## src/rtl/press_classifier.sv

```systemverilog
// Classifies debounced switch activity into short, long and double-click pulses.
// Also keeps a free-running count of rising edges on the switch.
module press_classifier #(
    parameter int LONG_CYCLES = 25000000,
    parameter int GAP_CYCLES  = 6250000
) (
    input  logic       i_clk,
    input  logic       i_rst,
    input  logic       i_clean_switch,
    output logic       o_short_pulse,
    output logic       o_long_pulse,
    output logic       o_double_pulse,
    output logic [7:0] o_press_count
);

    // state          | meaning
    // IDLE           | waiting for a first press
    // PRESSED        | first press held, timing towards a long press
    // LONG_HELD      | long press already reported, waiting for release
    // WAIT_GAP       | first press released, timing the double-click window
    // SECOND_PRESSED | second press of a double click, waiting for release
    typedef enum logic [2:0] {
        IDLE,
        PRESSED,
        LONG_HELD,
        WAIT_GAP,
        SECOND_PRESSED
    } state_t;

    localparam logic [24:0] LONG_TC = 25'(LONG_CYCLES - 1);
    localparam logic [24:0] GAP_TC  = 25'(GAP_CYCLES - 1);

    state_t      r_state;
    logic [24:0] r_timer;
    logic        r_prev;
    logic        r_short;
    logic        r_long;
    logic        r_double;
    logic [7:0]  r_count;

    logic w_rise;
    logic w_fall;

    assign w_rise = i_clean_switch & ~r_prev;
    assign w_fall = ~i_clean_switch & r_prev;

    always_ff @(posedge i_clk) begin
        if (i_rst) begin
            r_state  <= IDLE;
            r_timer  <= '0;
            // Loading the live level keeps a switch held through reset from looking like a press
            r_prev   <= i_clean_switch;
            r_short  <= 1'b0;
            r_long   <= 1'b0;
            r_double <= 1'b0;
            r_count  <= '0;
        end else begin
            r_prev   <= i_clean_switch;
            r_short  <= 1'b0;
            r_long   <= 1'b0;
            r_double <= 1'b0;
            if (w_rise) begin
                r_count <= r_count + 8'd1;
            end
            case (r_state)
                IDLE: begin
                    if (w_rise) begin
                        r_state <= PRESSED;
                        r_timer <= '0;
                    end
                end
                PRESSED: begin
                    // Release wins over the long-press terminal count
                    if (w_fall) begin
                        r_state <= WAIT_GAP;
                        r_timer <= '0;
                    end else if (r_timer == LONG_TC) begin
                        r_state <= LONG_HELD;
                        r_long  <= 1'b1;
                    end else begin
                        r_timer <= r_timer + 25'd1;
                    end
                end
                LONG_HELD: begin
                    if (w_fall) begin
                        r_state <= IDLE;
                    end
                end
                WAIT_GAP: begin
                    // A second press wins over the gap terminal count
                    if (w_rise) begin
                        r_state <= SECOND_PRESSED;
                    end else if (r_timer == GAP_TC) begin
                        r_state <= IDLE;
                        r_short <= 1'b1;
                    end else begin
                        r_timer <= r_timer + 25'd1;
                    end
                end
                SECOND_PRESSED: begin
                    if (w_fall) begin
                        r_state  <= IDLE;
                        r_double <= 1'b1;
                    end
                end
                default: begin
                    r_state <= IDLE;
                    r_timer <= '0;
                end
            endcase
        end
    end

    assign o_short_pulse  = r_short;
    assign o_long_pulse   = r_long;
    assign o_double_pulse = r_double;
    assign o_press_count  = r_count;

endmodule
```

## config.mk

```make
export PLATFORM = sky130hd
export DESIGN_NAME = press_classifier
export DESIGN_NICKNAME = d
export VERILOG_FILES = /design/src/rtl/press_classifier.sv
export SDC_FILE = /design/constraint.sdc
export NUM_CORES = 1
export LEC_CHECK = 0
export CORE_MARGIN = 4
export CORE_UTILIZATION = 25
export CTS_CLUSTER_DIAMETER = 30
export DETAILED_ROUTE_END_ITERATION = 12
export HOLD_SLACK_MARGIN = 0.03
export RECOVER_POWER = 25
export SLEW_MARGIN = 20
export SYNTH_ARGS = -nofsm -noshare
export SYNTH_HDL_FRONTEND = slang
export SYNTH_SLANG_ARGS = --single-unit
```

## constraint.sdc

```tcl
create_clock -name i_clk -period 7 [get_ports i_clk]
set_clock_uncertainty 0.15 [all_clocks]
set_input_delay 1.75 -clock i_clk [delete_from_list [all_inputs] [get_ports i_clk]]
set_output_delay 1.75 -clock i_clk [all_outputs]
set_load 0.01 [all_outputs]
```

After elaboration in Yosys (flattened, before gate mapping)

Index checks and enable logic that the tools add are counted.
W data, S select, Z words.

Memories: 0
Output and inout port bits: 11
Latch bits: 0
Memory bits (read-only): 0
Flip-flop bits (word level): 40
Memory bits (writable): 0

Div/mod/pow operators: 0
$lt $le $gt $ge: 0
Add/sub/neg operators: 2
Shift-type cells: 0
Reductions and logical operators: 7
Equality and inequality tests: 13
Bitwise logic cells: 8
$mul: 0
Mux-type cells: 16

Operator list:

| kind                    | count |
|---|---|
| $mux W25                | 5 |
| $pmux W25 S4            | 1 |
| $add A25 B1 Y25 const B | 1 |
| $eq A25 B23 Y1 const B  | 1 |
| $eq A25 B25 Y1 const B  | 1 |
| $mux W3                 | 6 |
| $pmux W3 S4             | 1 |
| $ne A3 B3 Y1 const B    | 3 |
| $add A8 B1 Y8 const B   | 1 |
| $eq A3 B2 Y1 const B    | 2 |
| $ne A2 B2 Y1 const B    | 3 |
| $not A1 Y1              | 6 |
| $reduce_or A3 Y1        | 2 |
| $reduce_and A5 Y1       | 1 |
| $reduce_and A4 Y1       | 1 |
| $reduce_or A2 Y1        | 2 |
| $eq A3 B1 Y1 const B    | 1 |
| $eq A3 B3 Y1 const B    | 1 |
| $logic_not A3 Y1        | 1 |
| $mux W1                 | 3 |
| $and A1 B1 Y1           | 2 |
| $ne A2 B1 Y1 const B    | 1 |

Logic depth before layout (Yosys ltp)

Depth in word-level cells: 4
Gate-level depth with buffers: 10
Gate-level depth less buffers: 7

Worst setup path before layout

OpenSTA, ideal clock, no wires.

Path type: input port to flip-flop
Start: input i_clean_switch
End: register r_timer[13]
Data required time: 6.779 ns
Path slack: 3.471 ns
Arrival: 3.309 ns
Stages: 7
Buffers on the path: 1
Path through: nand2b_1 > nand4_1 > nor4_4 > or4_1 > buf_4 > or4_1 > a21oi_1

Cells in the longest elaborated chain, start to end: 4
Elaborated cells on any way between the ends: 9
Classes of those cells: eq/ne (3); mux (2); bitwise (3); reduce/logical (1)

Ends and longest elaborated chain:

| element                                                                   | RTL line | text |
|---|---|---|
| from (decl)                                                               | 9        | `input logic i_clean_switch,` |
| $not A1 Y1                                                                | 45       | `assign w_fall = ~i_clean_switch & r_prev;` |
| $and A1 B1 Y1                                                             | 45       |  |
| $ne A3 B3 Y1 (no source line) / $mux W25 (equally long branches)          | n/a      |  |
| $reduce_and A5 Y1 (no source line) / $pmux W25 S4 (equally long branches) | n/a      |  |
| to (signal assigned)                                                      | 81       | `r_timer <= r_timer + 25'd1;` |
| to (signal assigned)                                                      | 97       | `r_timer <= r_timer + 25'd1;` |
| to (decl)                                                                 | 34       | `logic [24:0] r_timer;` |

Several ways; a longest one is shown, not always the timed one.
A chain may end at the register's enable or synchronous reset.

Worst setup path after layout

Ends and elaborated chain as after synthesis.

==> flow_results.xml <==
<?xml version="1.0" encoding="UTF-8"?>
<metrics>
  <group name="synthesis">
    <metric name="ys.warnings.count" unit="">0</metric>
    <metric name="synth_top_cells_by_count" unit="">dfxtp_1, a21oi_1, nor2_1, o21ai_0, nand2_1</metric>
    <metric name="postSynth.topFlopCell" unit="">dfxtp_1</metric>
    <metric name="netlist_instances" unit="">262</metric>
    <metric name="synth.lib_cells_used.distinct" unit="">49</metric>
    <metric name="postSynthRegisterBits" unit="">40</metric>
    <metric name="synth.net_count" unit="">267</metric>
    <metric name="syn_area_per_cell" unit="um2">8.281</metric>
    <metric name="synth.yosys.seq_area_share" unit="">0.3691</metric>
    <metric name="ys_top_cells_by_area" unit="">dfxtp_1, a21oi_1, o21ai_0</metric>
    <metric name="synth_largest_type_area_fraction" unit="">0.3691</metric>
    <metric name="synth_edf_count" unit="">0</metric>
    <metric name="synthDominantAreaCellType" unit="">dfxtp_1</metric>
    <metric name="yosysMostFrequentCell" unit="">dfxtp_1</metric>
    <metric name="synth.cell_area" unit="mm2">0.002170</metric>
    <metric name="share_of_synthesized_registers_carrying_an_async_set_or_reset" unit="">0</metric>
  </group>
  <group name="place">
    <metric name="dpl.hpwl" unit="um">3579</metric>
    <metric name="routabilityCongestion" unit="">0.8288</metric>
    <metric name="port_buffers" unit="">13</metric>
  </group>
  <group name="timing">
    <metric name="hold_violations" unit="">0</metric>
    <metric name="final_max_slew_viol_count" unit="">0</metric>
    <metric name="min_tclk_post_route" unit="ns">4.271</metric>
    <metric name="headroom_to_the_max_slew_limit" unit="">0.5012</metric>
    <metric name="timing.setup.tns" unit="ns">0</metric>
    <metric name="highest_clock_rate" unit="GHz">0.2341</metric>
    <metric name="worst_slew_pin_slew" unit="ns">0.7481</metric>
    <metric name="finalSetupViolCount" unit="">0</metric>
    <metric name="finalCritPeriodShare" unit="">0.6101</metric>
    <metric name="rsz_0062_raised_after_global_routing" unit="">no</metric>
  </group>
  <group name="routing">
    <metric name="routed-via-count" unit="">1974</metric>
    <metric name="drt-total-wl" unit="um">5291</metric>
    <metric name="antenna_violating_nets_post_route" unit="">0</metric>
    <metric name="routedWlPerCell" unit="um">14.07</metric>
    <metric name="avgViaCountPerCell" unit="">5.250</metric>
    <metric name="detail_route.drc_violations" unit="">0</metric>
    <metric name="drt_iter0_markers" unit="">214</metric>
    <metric name="detailedRoute.firstPassIterationCount" unit="">5</metric>
  </group>
  <group name="global_route">
    <metric name="grt_use_met3" unit="">0.02686</metric>
    <metric name="globalRouteTotalUtil" unit="">0.1096</metric>
    <metric name="met2_usage" unit="">0.1695</metric>
    <metric name="vias_in_the_first_global_route" unit="">1855</metric>
    <metric name="grt_max_degree" unit="">43</metric>
    <metric name="grt_first_pass_wirelength" unit="um">9163</metric>
    <metric name="grt_antenna_before_repair" unit="">0</metric>
    <metric name="busiest_layer" unit="">met2</metric>
    <metric name="grt_util_met1" unit="">0.1510</metric>
    <metric name="grt-ovfl-total" unit="">0</metric>
  </group>
  <group name="cts">
    <metric name="cts_root_buffer_type" unit="">clkbuf_8</metric>
    <metric name="clock_tree_from_tritoncts" unit="">built</metric>
    <metric name="cts_setup_buffers" unit="">0</metric>
    <metric name="cts_num_sinks" unit="">40</metric>
    <metric name="total_cts_buffers" unit="">5</metric>
    <metric name="clock_tree.buffer_depth" unit="">2</metric>
    <metric name="cts_hold_repair.buffers" unit="">0</metric>
    <metric name="ctsResizeCount" unit="">0</metric>
    <metric name="cts.clk_slew.worst_paths" unit="ns">0.08</metric>
    <metric name="insertion_delay" unit="ns">0.29</metric>
    <metric name="htree_levels" unit="">2</metric>
  </group>
  <group name="critical_path">
    <metric name="start_kind" unit="">input pin</metric>
    <metric name="critPathCapture" unit="">r_timer[13]</metric>
    <metric name="crit_fanout" unit="">18</metric>
    <metric name="critical_path.reg2reg.endpoint" unit="">r_timer[13]</metric>
    <metric name="crit_type" unit="">in -&gt; reg</metric>
    <metric name="timing.rr.start" unit="">r_timer[0]</metric>
    <metric name="critPathArrivalTime" unit="ns">4.35</metric>
    <metric name="cp-startpoint" unit="">i_clean_switch</metric>
    <metric name="timing.reg2reg.worst_path_depth" unit="">7</metric>
    <metric name="reg2reg_setup_slack" unit="ns">4.29</metric>
    <metric name="required" unit="ns">7.08</metric>
    <metric name="endpoint_kind" unit="">register</metric>
  </group>
  <group name="cells_and_area">
    <metric name="antenna_cells_inserted" unit="">0</metric>
    <metric name="final_net_count" unit="">275</metric>
    <metric name="area.growth.synth_to_final" unit="%">13.61</metric>
    <metric name="final_layout_size_suffix_gt1_frac" unit="">0.09225</metric>
  </group>
  <group name="hold_path">
    <metric name="hold_path_class" unit="">reg -&gt; reg</metric>
  </group>
  <group name="die">
    <metric name="die_footprint" unit="mm2">0.01023</metric>
    <metric name="floorplan.die.height" unit="um">101.2</metric>
    <metric name="core_region_area" unit="mm2">0.008341</metric>
    <metric name="ios" unit="">14</metric>
    <metric name="die_w" unit="um">101.2</metric>
    <metric name="rows" unit="">33</metric>
    <metric name="floorplan.initialDensity" unit="">0.2601</metric>
  </group>
  <group name="status">
    <metric name="status" unit="">completed</metric>
  </group>
  <group name="power">
    <metric name="total_leakage_power" unit="nW">0.8017</metric>
    <metric name="power" unit="W">0.0004325</metric>
    <metric name="powerDensity" unit="mW/mm2">175.5</metric>
    <metric name="vdd_ir_drop_max" unit="V">0.00005928</metric>
  </group>
  <group name="job">
    <metric name="maxCapViolCount" unit="">0</metric>
  </group>
</metrics>
## final cells by class
type,count,area (um2)
repair buffers,16,152.6
inverters,2,7.507
fillers,872,5876
flip-flops and latches,40,800.8
multi-input cells,205,1280
clock buffers,6,82.58
well taps,105,131.4
clock inverters,2,10.01
## routing by layer
metal,vias to the layer above,part of all wire
met2,40,0.46
met4,0,0.0087
met5,-,0
li1,995,-
met3,5,0.052
met1,934,0.48
## layout by cell type (no fill, tap or decap), drive strengths merged, types with 7 or more instances in the layout
cell	instances
dfxtp	40
a21oi	23
o21ai	23
nor2	23
nand2	20
nand3	13
nand4	11
nor2b	9
nor3	9
dlygate4sd3	8
a31oi	7
and3	7
nor4	7
## per-stage QoR
stage / hold WS (ns) / area, um2 / util / setup slack, ns / std cells
2_1_floorplan: 0.2988 / 2170 / - / 3.471 / 262
3_3_place_gp: 0.3152 / 2372 / 0.2844 / 2.599 / 368
3_5_place_dp: 0.3231 / 2372 / 0.2844 / 2.544 / 368
4_1_cts: 0.3349 / 2465 / 0.2955 / 2.853 / 376
5_1_grt: 0.3734 / 2465 / 0.2955 / 2.595 / 376
6_report: 0.3368 / 2465 / 0.2955 / 2.729 / 376
## worst min-delay path by stage
| stage | slack, ns | depth (start not counted) | start | end |
|---|---|---|---|---|
| 2_1_floorplan | 0.30 | 2 | r_timer[1] | r_timer[1] |
| 3_3_place_gp | 0.32 | 2 | r_timer[1] | r_timer[1] |
| 3_5_place_dp | 0.32 | 2 | r_timer[1] | r_timer[1] |
| 4_1_cts | 0.33 | 2 | r_timer[1] | r_timer[1] |
| 5_1_grt | 0.37 | 2 | r_timer[1] | r_timer[1] |
| 6_report | 0.34 | 2 | r_timer[1] | r_timer[1] |
## power breakdown
part / switching, W / total [W] / internal, W
combinational: 0.0000259 / 0.0000388 / 0.0000129
clock: 0.0000821 / 0.000161 / 0.0000787
sequential: 0.00000336 / 0.000233 / 0.000229
total: 0.000111 / 0.000432 / 0.000321
## worst max-delay path, cell delays in order
cell	delay [ns]
dlygate4sd3_1	0.62
nand2b_1	0.26
nand4_1	0.19
nor4_4	0.07
or4_1	0.74
or4_1	0.59
a21oi_1	0.12
## sequential cells by signal, summed over array words and instances (netlist names)
| register | cells |
|---|---|
| r_timer | 25 |
| o_press_count | 8 |
| r_state | 3 |
| o_double_pulse | 1 |
| o_long_pulse | 1 |
| o_short_pulse | 1 |
| r_prev | 1 |
## cell families (layout without fill, tap and decap cells)
kind of cell	count (synthesis)	after routing	synth area share
mux	2	2	0.009228
fa+ha+maj	2	2	0.01153
buf+inv	17	26	0.04094
simple gates	124	124	0.3489
flops	40	40	0.3691
compound gates	72	72	0.2001
xor+xnor	5	5	0.02018
(Power assumes the default switching activity.)
